## config.mk

```make
export PLATFORM = sky130hd
export DESIGN_NAME = apb_slv
export DESIGN_NICKNAME = d
export VERILOG_FILES = /design/src/rtl/apb_pkg.sv /design/src/rtl/apb_slv_regs.sv /design/src/rtl/apb_slv.sv
export SDC_FILE = /design/constraint.sdc
export NUM_CORES = 1
export LEC_CHECK = 0
export CAP_MARGIN = 5
export CORE_MARGIN = 2
export CORE_UTILIZATION = 30
export DETAILED_ROUTE_END_ITERATION = 10
export PLACE_DENSITY = 0.48
export SYNTH_ARGS = -nofsm -noshare
export SYNTH_HDL_FRONTEND = slang
export SYNTH_SLANG_ARGS = --single-unit
```

## constraint.sdc

```tcl
create_clock -name clk -period 3.15 [get_ports clk]
set_clock_uncertainty 0.15 [all_clocks]
set_input_delay 0.315 -clock clk [delete_from_list [all_inputs] [get_ports clk]]
set_output_delay 0.315 -clock clk [all_outputs]
set_load 0.03 [all_outputs]
```

## src/rtl/apb_pkg.sv

```systemverilog
// apb_pkg
//   Shared definitions for the APB slave: FSM state encoding, register
//   word offsets (paddr[3:2]) and the fixed ID register value.
package apb_pkg;

  typedef enum logic [1:0] {
    IDLE   = 2'b00,
    SETUP  = 2'b01,
    ACCESS = 2'b10
  } apb_state_e;

  localparam logic [1:0]  REG_CTRL   = 2'd0;
  localparam logic [1:0]  REG_DATA   = 2'd1;
  localparam logic [1:0]  REG_STATUS = 2'd2;
  localparam logic [1:0]  REG_ID     = 2'd3;

  localparam logic [31:0] ID_VALUE   = 32'hA9B5_0001;

endpackage

```

## src/rtl/apb_slv_regs.sv

```systemverilog
// apb_slv_regs
//   Address decode and register file behind the APB slave.
//   Map (word index = addr[3:2]): CTRL RW, DATA RW, STATUS RO {16'b0, wr_cnt},
//   ID RO constant.
// Ports:
//   clk, rst        clock, async active-low reset
//   addr, wr, wdata transfer captured at SETUP entry
//   done            transfer completes on this rising edge
//   rdata           read data for the decoded word (0 on a miss)
//   err             miss, misaligned access, or write to a read-only word
module apb_slv_regs
  import apb_pkg::*;
#(
  parameter logic [31:0] BASE_ADDR = 32'hDEADCAF0
) (
  input  logic        clk,
  input  logic        rst,
  input  logic [31:0] addr,
  input  logic        wr,
  input  logic [31:0] wdata,
  input  logic        done,
  output logic [31:0] rdata,
  output logic        err
);

  logic        hit;
  logic [1:0]  idx;
  logic [31:0] ctrl_q, ctrl_d;
  logic [31:0] data_q, data_d;
  logic [15:0] wr_cnt_q, wr_cnt_d;

  always_comb begin
    hit = (addr[31:4] == BASE_ADDR[31:4]) && (addr[1:0] == 2'b00);
    idx = addr[3:2];
    err = !hit || (wr && (idx == REG_STATUS || idx == REG_ID));
  end

  always_comb begin
    rdata = 32'd0;
    if (hit) begin
      case (idx)
        REG_CTRL:   rdata = ctrl_q;
        REG_DATA:   rdata = data_q;
        REG_STATUS: rdata = {16'd0, wr_cnt_q};
        default:    rdata = ID_VALUE;
      endcase
    end
  end

  always_comb begin
    ctrl_d   = ctrl_q;
    data_d   = data_q;
    wr_cnt_d = wr_cnt_q;
    // err already excludes read-only words, so only CTRL/DATA reach here.
    if (done && wr && !err) begin
      if (idx == REG_CTRL) ctrl_d = wdata;
      else                 data_d = wdata;
      wr_cnt_d = wr_cnt_q + 16'd1;
    end
  end

  always_ff @(posedge clk or negedge rst) begin
    if (!rst) begin
      ctrl_q   <= 32'd0;
      data_q   <= 32'd0;
      wr_cnt_q <= 16'd0;
    end else begin
      ctrl_q   <= ctrl_d;
      data_q   <= data_d;
      wr_cnt_q <= wr_cnt_d;
    end
  end

endmodule

```

## src/rtl/apb_slv.sv

```systemverilog
// apb_slv
//   APB slave with a 16-byte register window at BASE_ADDR and optional wait
//   states. Wait states exist only when APB_SLV_WAIT_EN is defined; otherwise
//   every transfer completes on its first ACCESS cycle.
// Ports:
//   clk, rst                 clock, async active-low reset
//   psel, penable, pwrite    APB control
//   paddr, pwdata            APB address / write data
//   prdata, pready, pslverr  APB response (all 0 unless pready=1)
//
// state  | meaning
// IDLE   | no transfer; penable here is answered at once with an error
// SETUP  | address phase, transfer captured, counter loaded
// ACCESS | waiting for the counter to hit 0, completes with pready=1
module apb_slv
  import apb_pkg::*;
#(
  parameter logic [31:0] BASE_ADDR   = 32'hDEADCAFE & 32'hFFFF_FFF0,
  parameter int unsigned WAIT_CYCLES = 2
) (
  input  logic        clk,
  input  logic        rst,
  input  logic        psel,
  input  logic        penable,
  input  logic        pwrite,
  input  logic [31:0] paddr,
  input  logic [31:0] pwdata,
  output logic [31:0] prdata,
  output logic        pready,
  output logic        pslverr
);

  apb_state_e  state_q, state_d;
  logic [31:0] addr_q, addr_d;
  logic [31:0] wdata_q, wdata_d;
  logic        wr_q, wr_d;
  logic        load;
  logic        xfer_ready;
  logic        done;
  logic [31:0] reg_rdata;
  logic        reg_err;

`ifdef APB_SLV_WAIT_EN
  localparam logic [3:0] WAIT_LD = 4'(WAIT_CYCLES);
  logic [3:0] cnt_q, cnt_d;

  assign xfer_ready = (cnt_q == 4'd0);

  always_comb begin
    cnt_d = cnt_q;
    if (load)                                    cnt_d = WAIT_LD;
    else if (state_q == ACCESS && cnt_q != 4'd0) cnt_d = cnt_q - 4'd1;
  end

  always_ff @(posedge clk or negedge rst) begin
    if (!rst) cnt_q <= 4'd0;
    else      cnt_q <= cnt_d;
  end
`else
  assign xfer_ready = 1'b1;
`endif

  assign done = (state_q == ACCESS) && xfer_ready;

  always_comb begin
    state_d = state_q;
    load    = 1'b0;
    case (state_q)
      IDLE: begin
        if (psel && !penable) begin
          state_d = SETUP;
          load    = 1'b1;
        end
      end
      SETUP: begin
        if (!psel)        state_d = IDLE;
        else if (penable) state_d = ACCESS;
      end
      ACCESS: begin
        if (xfer_ready) begin
          if (psel && !penable) begin
            state_d = SETUP;
            load    = 1'b1;
          end else begin
            state_d = IDLE;
          end
        end
      end
      default: state_d = IDLE;
    endcase
  end

  always_comb begin
    addr_d  = addr_q;
    wr_d    = wr_q;
    wdata_d = wdata_q;
    if (load) begin
      addr_d  = paddr;
      wr_d    = pwrite;
      wdata_d = pwdata;
    end
  end

  always_ff @(posedge clk or negedge rst) begin
    if (!rst) begin
      state_q <= IDLE;
      addr_q  <= 32'd0;
      wr_q    <= 1'b0;
      wdata_q <= 32'd0;
    end else begin
      state_q <= state_d;
      addr_q  <= addr_d;
      wr_q    <= wr_d;
      wdata_q <= wdata_d;
    end
  end

  // Gated by rst so the response is silenced the moment reset asserts, even
  // while a stray penable would otherwise hit the IDLE error path.
  always_comb begin
    pready  = 1'b0;
    pslverr = 1'b0;
    prdata  = 32'd0;
    if (rst) begin
      if (done) begin
        pready  = 1'b1;
        pslverr = reg_err;
        prdata  = wr_q ? 32'd0 : reg_rdata;
      end else if (state_q == IDLE && penable) begin
        pready  = 1'b1;
        pslverr = 1'b1;
      end
    end
  end

  apb_slv_regs #(
    .BASE_ADDR (BASE_ADDR)
  ) u_regs (
    .clk   (clk),
    .rst   (rst),
    .addr  (addr_q),
    .wr    (wr_q),
    .wdata (wdata_q),
    .done  (done),
    .rdata (reg_rdata),
    .err   (reg_err)
  );

endmodule
```

==> results_dict.tcl, run 1 <==
set metrics [dict create \
    status "complete, no violations" \
    critPathKind "reg2out" \
    topRoutingLayerUsed "met5" \
    die_w_um 153 \
    leakage_nw 4.03 \
    final_util_pct 40.7 \
    grt_usage_pct 13.7 \
    grt_max_degree 148 \
    path_clk_slew_ps 60 \
    cts_tree "yes" \
    dp.final_hpwl_um 9800 \
    syn_inst 485 \
    syn_nets 555 \
    worstRegToRegCells 7 \
    worstReg2RegStart "addr_q[10]" \
    coreArea_sq_um 21800 \
    hold_depth 1 \
    via_count 4157 \
    yosysWarnings 0 \
    synth-async-reset-ratio_pct 100 \
    cts_made_buffers 17 \
    clockBufferDepth 2 \
    grt_pass1_vias 4478 \
    slowest_delay_ps 550 \
    synth_top_area_cell "dfrtp_1" \
    antennaDiodeCount 0 \
    postCtsSetupRepairBufs 0 \
    synth_seq_area_share_pct 55.2 \
    report.final.slew_viol_count 0 \
    ys_top_cells_by_area "dfrtp_1, mux2_4, mux2_2" \
    fin_crit_sh_pct 99.6 \
    syn_to_final_growth_pct 33.4 \
    drc 0 \
    portBuffers 102 \
    worst_hold_path_type "reg2reg" \
    ir_worst_vdd_uv 280 \
    worstHoldStart "u_regs.wr_cnt_q[15]" \
    met1_length_um 7530 \
    critPathCaptureType "output pin" \
    synth_edf_count 0 \
    cap_violations 0 \
    synth-main-ff-cell "dfrtp_1" \
    ios 103 \
    yosysTopAreaCellShare_pct 55.2 \
    grt_pass1_wl_um 25100 \
    start_kind "register" \
    drive_gt1_share_pct 40.0 \
    setup_viol_count_final 0 \
    drt.antenna.violating_nets 0 \
    gr-total-overflow 0 \
    antenna_found_initial 1 \
    crit_slowest_cell "or4_4" \
    die_h_um 153 \
    wl_um 15800 \
    synthMostInstantiatedCell "dfrtp_1" \
    wl_per_cell_um 17.9 \
    rows 54 \
    routed-wl-met2_um 7210 \
    p_per_area_nw_per_um2 526 \
    rrSetupSlack_ps 250 \
    ys_types 36 \
    cts_max_level 4 \
    clk_latency_ps 420 \
    post-place-ws_ps 279 \
    fin_crit_ps 3140 \
    relSlewSlack_pct 41.3 \
    grt_setup_unrepaired "yes" \
    nets 659 \
    r2r_end "u_regs.ctrl_q[19]" \
    place_congestion 0.738 \
    timing.fmax_mhz 319 \
    vias_per_cell 4.71 \
    drt_pass1_iterations 6 \
    critPathRequiredTime_ps 2680 \
    fin_ws_ps 12.4 \
    worst_pin_slew_ps 881 \
    drtIter0Drc 198 \
    syn-cell-area_sq_um 6660 \
    synth.avg_cell_area_sq_um 13.7 \
    hold_viol_final 0 \
    crit_chain "or4b_1 > or4_4 > nor2_8 > nand3_4 > clkbuf_16 > a21oi_2 > buf_6" \
    min_to "u_regs.wr_cnt_q[15]" \
    cts_root_buf "clkbuf_16" \
    synthTopCellsByCount "dfrtp_1, mux2_2, mux2_4" \
    cts.sinks 147 \
    fp.dieArea_sq_um 23400 \
    crit_fanout 12 \
    synth-seq-cells 147 \
    initial_core_util_pct 30.5 \
    critPathArrivalTime_ps 2670 \
    wl_met3_um 872 \
]
[repair_timing]
| action | 4_1_cts | 5_1_grt |
|---|---|---|
| hold endpoints to repair | 147 | 0 |
| hold buffers | 1 | 0 |
| gates cloned | 0 | 1 |
| resized for setup | 8 | 59 |
| pin swaps | 1 | 0 |
| setup endpoints to repair | 30 | 28 |
[layout make-up]
cell class / instances / area, sq um
repair buffers: 114 / 1260
flip-flops and latches: 147 / 3680
clock inverters: 12 / 155
clock buffers: 20 / 437
well taps: 280 / 350
multi-input cells: 307 / 3000
fillers: 2039 / 12900
inverters: 2 / 7.51
[routing by layer]
layer,GRT usage (%),up-vias
met3,4.71,19
met5,0,-
met2,20.9,103
met4,3.57,2
met1,18.7,2094
li1,-,1939
[per-stage QoR]
step / TNS [ps] / hold WS, ps / instances / area [sq um] / power (mW)
6_report: 0 / 331 / 882 / 8890 / 4.67
5_1_grt: -895 / 336 / 882 / 8890 / 4.88
2_1_floorplan: 0 / -131 / 485 / 6660 / 2.42
3_5_place_dp: 0 / 328 / 848 / 8010 / 2.66
4_1_cts: -292 / 331 / 881 / 8630 / 4.75
3_3_place_gp: 0 / 319 / 848 / 8010 / 2.64
[sequential cells by signal (all words and copies together) (netlist names)]
name and cells:
addr_q 32, u_regs.data_q 32, wdata_q 32, state_q 2, u_regs.wr_cnt_q 16, wr_q 1
u_regs.ctrl_q 32
[how the worst max path moves through the flow]
stage	start	to	slack [ps]	cells past startpoint
floorplan	addr_q[10]	prdata[23]	230	6
global placement	addr_q[10]	u_regs.ctrl_q[11]	310	7
detailed placement	addr_q[10]	u_regs.ctrl_q[19]	280	7
CTS	addr_q[10]	prdata[4]	-60	7
global route	addr_q[10]	prdata[14]	-80	7
finish	addr_q[10]	prdata[27]	10	7
[power breakdown]
group / total (mW) / internal [mW] / leakage, nW / switching [mW]
combinational: 0.473 / 0.262 / 1.85 / 0.211
sequential: 2.15 / 2.04 / 1.91 / 0.105
clock: 2.06 / 1.25 / 0.273 / 0.808
total: 4.67 / 3.55 / 4.03 / 1.12
[worst max-delay path: cells and delay by family, from the launching register on]
kind / cells / cell delay [ps]
AO/OA/AOI/OAI: 1 / 170
buffers and inverters: 2 / 380
flip-flops: 1 / 380
AND/OR/NAND/NOR: 4 / 1310
[cell usage in the layout (no fill, tap or decap), drive strengths merged, types with 4 or more instances in the layout]
master,instances
nand2,12
clkbuf,21
nor2,44
buf,43
xnor2,15
o21ai,9
mux2,131
mux2i,22
a21oi,25
inv,4
nand4,10
nand3,9
dfrtp,147
and3,7
clkinvlp,5
clkdlybuf4s50,68
[kinds of logic after synthesis]
group                      synth area share (%)
AOI/OAI and AO/OA                          2.78
adders and majority gates                 0.188
buffers and inverters                      2.48
xor gates and xnor gates                   1.97
DFF                                        55.2
muxes                                      28.8
and+or+nand+nor                            8.56
Power figures use the tool's default switching activity.
==> inputs of run 2 (changes only) <==
--- a/config.mk
+++ b/config.mk
@@ -6,10 +6,10 @@
 export NUM_CORES = 1
 export LEC_CHECK = 0
 export CAP_MARGIN = 5
+export CORE_ASPECT_RATIO = 1.1
 export CORE_MARGIN = 2
 export CORE_UTILIZATION = 30
 export DETAILED_ROUTE_END_ITERATION = 10
-export PLACE_DENSITY = 0.48
 export SYNTH_ARGS = -nofsm -noshare
 export SYNTH_HDL_FRONTEND = slang
 export SYNTH_SLANG_ARGS = --single-unit
==> results_dict.tcl, run 2 (synthesized netlist as in run 1, its figures left out) <==
set metrics [dict create \
    rows 57 \
    critPathBufInv 2 \
    dp_cells 869 \
    antennaDiodeCount 0 \
    worst_hold_path_type "in2async" \
    power_frac_seq_pct 46.6 \
    cts_max_level 4 \
    p_sw_mw 1.13 \
    clockBufferDepth 2 \
    intPower_mw 3.50 \
    grt_max_degree 82 \
    drtIter0Drc 120 \
    cts.sinks 147 \
    dp.final_hpwl_um 10400 \
    pwr-share-comb_pct 9.9 \
    vias_per_cell 4.61 \
    grt_setup_unrepaired "yes" \
    clk_latency_ps 420 \
    p_sw_share_pct 24.5 \
    gr-total-overflow 0 \
    cts_root_buf "clkbuf_16" \
    grt_pass1_vias 4525 \
    final_util_pct 40.1 \
    grt_usage_pct 13.4 \
    crit_family "simple AND/OR/NAND/NOR gates" \
    fin_crit_ps 3090 \
    grt_pass1_wl_um 24700 \
    report.final.slew_viol_count 0 \
    ios 103 \
    start_kind "register" \
    wl_per_cell_um 16.7 \
    drc 0 \
    leakage_nw 4.05 \
    portBuffers 102 \
    design_area_sq_um 8800 \
    initial_core_util_pct 30.3 \
    status "complete, no violations" \
    p_per_area_nw_per_um2 526 \
    nets 665 \
    cts_tree "yes" \
    fin_crit_sh_pct 98.1 \
    critPathKind "reg2out" \
    die_h_um 160 \
    cap_violations 0 \
    fp.dieArea_sq_um 23400 \
    ir_worst_vdd_uv 318 \
    mostFrequentLayoutCells "dfrtp_1, mux2_2, clkdlybuf4s50_1" \
    antenna_found_initial 2 \
    clkPwrFrac_pct 43.5 \
    drive_gt1_share_pct 39.3 \
    crit_slowest_cell "or4_4" \
    worst_pin_slew_ps 1070 \
    place_congestion 0.744 \
    path_clk_slew_ps 70 \
    crit_fanout 16 \
    syn_to_final_growth_pct 32.1 \
    final_common_cell "dfrtp_1" \
    slowest_delay_ps 540 \
    cts_made_buffers 17 \
    relSlewSlack_pct 28.7 \
    finalNonFillerCells 903 \
    drt.antenna.violating_nets 0 \
    via_count 4163 \
    setup_viol_count_final 0 \
    rrSetupSlack_ps 260 \
    critPathArrivalTime_ps 2620 \
    worstReg2RegStart "addr_q[10]" \
    crit_chain "or4b_1 > or4_4 > nor2_8 > nand3_4 > buf_12 > nor2_1 > buf_4" \
    wl_um 15100 \
    timing.fmax_mhz 324 \
    setup.worst_path.start "addr_q[10]" \
    hold_viol_final 0 \
    die_w_um 146 \
    coreArea_sq_um 22000 \
    critPathRequiredTime_ps 2680 \
    post_dp_cell_area_sq_um 8070 \
    drt_pass1_iterations 4 \
    critPathCaptureType "output pin" \
]
-- run 2: stage by stage --
stage	power (mW)	worst slack, ps	TNS (ps)	hold WS, ps
final	4.63	61.3	0	113
after CTS	4.71	3.92	0	110
after detailed placement	2.66	292	0	-10.4
after global routing	4.84	-62.4	-739	112
after floorplan	2.42	235	0	-131
after global placement	2.63	310	0	-13.3
-- run 2: worst paths after layout --
check,end,depth (start not counted)
max,prdata[12],7
max in group asynchronous,addr_q[2],3
max reg2reg,u_regs.data_q[3],7
min in group clk,wdata_q[9],2
min,u_regs.data_q[8],2
min reg2reg,addr_q[8],1
-- run 2: power groups by stage --
stage / sequential (mW) / clock (mW) / combinational (mW)
3_5_place_dp: 2.20 / 0 / 0.461
5_1_grt: 2.18 / 2.16 / 0.498
3_3_place_gp: 2.19 / 0 / 0.447
2_1_floorplan: 2.14 / 0 / 0.280
4_1_cts: 2.16 / 2.08 / 0.468
6_report: 2.16 / 2.01 / 0.456
-- run 2: cell type report --
cell class,count,area [sq um]
multi-input combinational,307,2910
timing repair buffer,120,1250
tap,295,369
fill,2101,13200
clock inverter,14,153
inverter,2,7.51
sequential,147,3680
clock buffer,18,439
-- run 2: layer usage --
metal	part of all wire (%)	track usage (%)
met4	0.96	3.40
met2	49	22.3
met1	44	16.5
met5	0.11	0
met3	5.7	5.14
-- run 2: what timing repair did --
action,in CTS,in global routing
pin swaps,1,1
endpoints found under the hold margin,11,0
buffers inserted,1,0
resized for setup,23,17
setup endpoints to repair,32,31
hold buffers,1,0
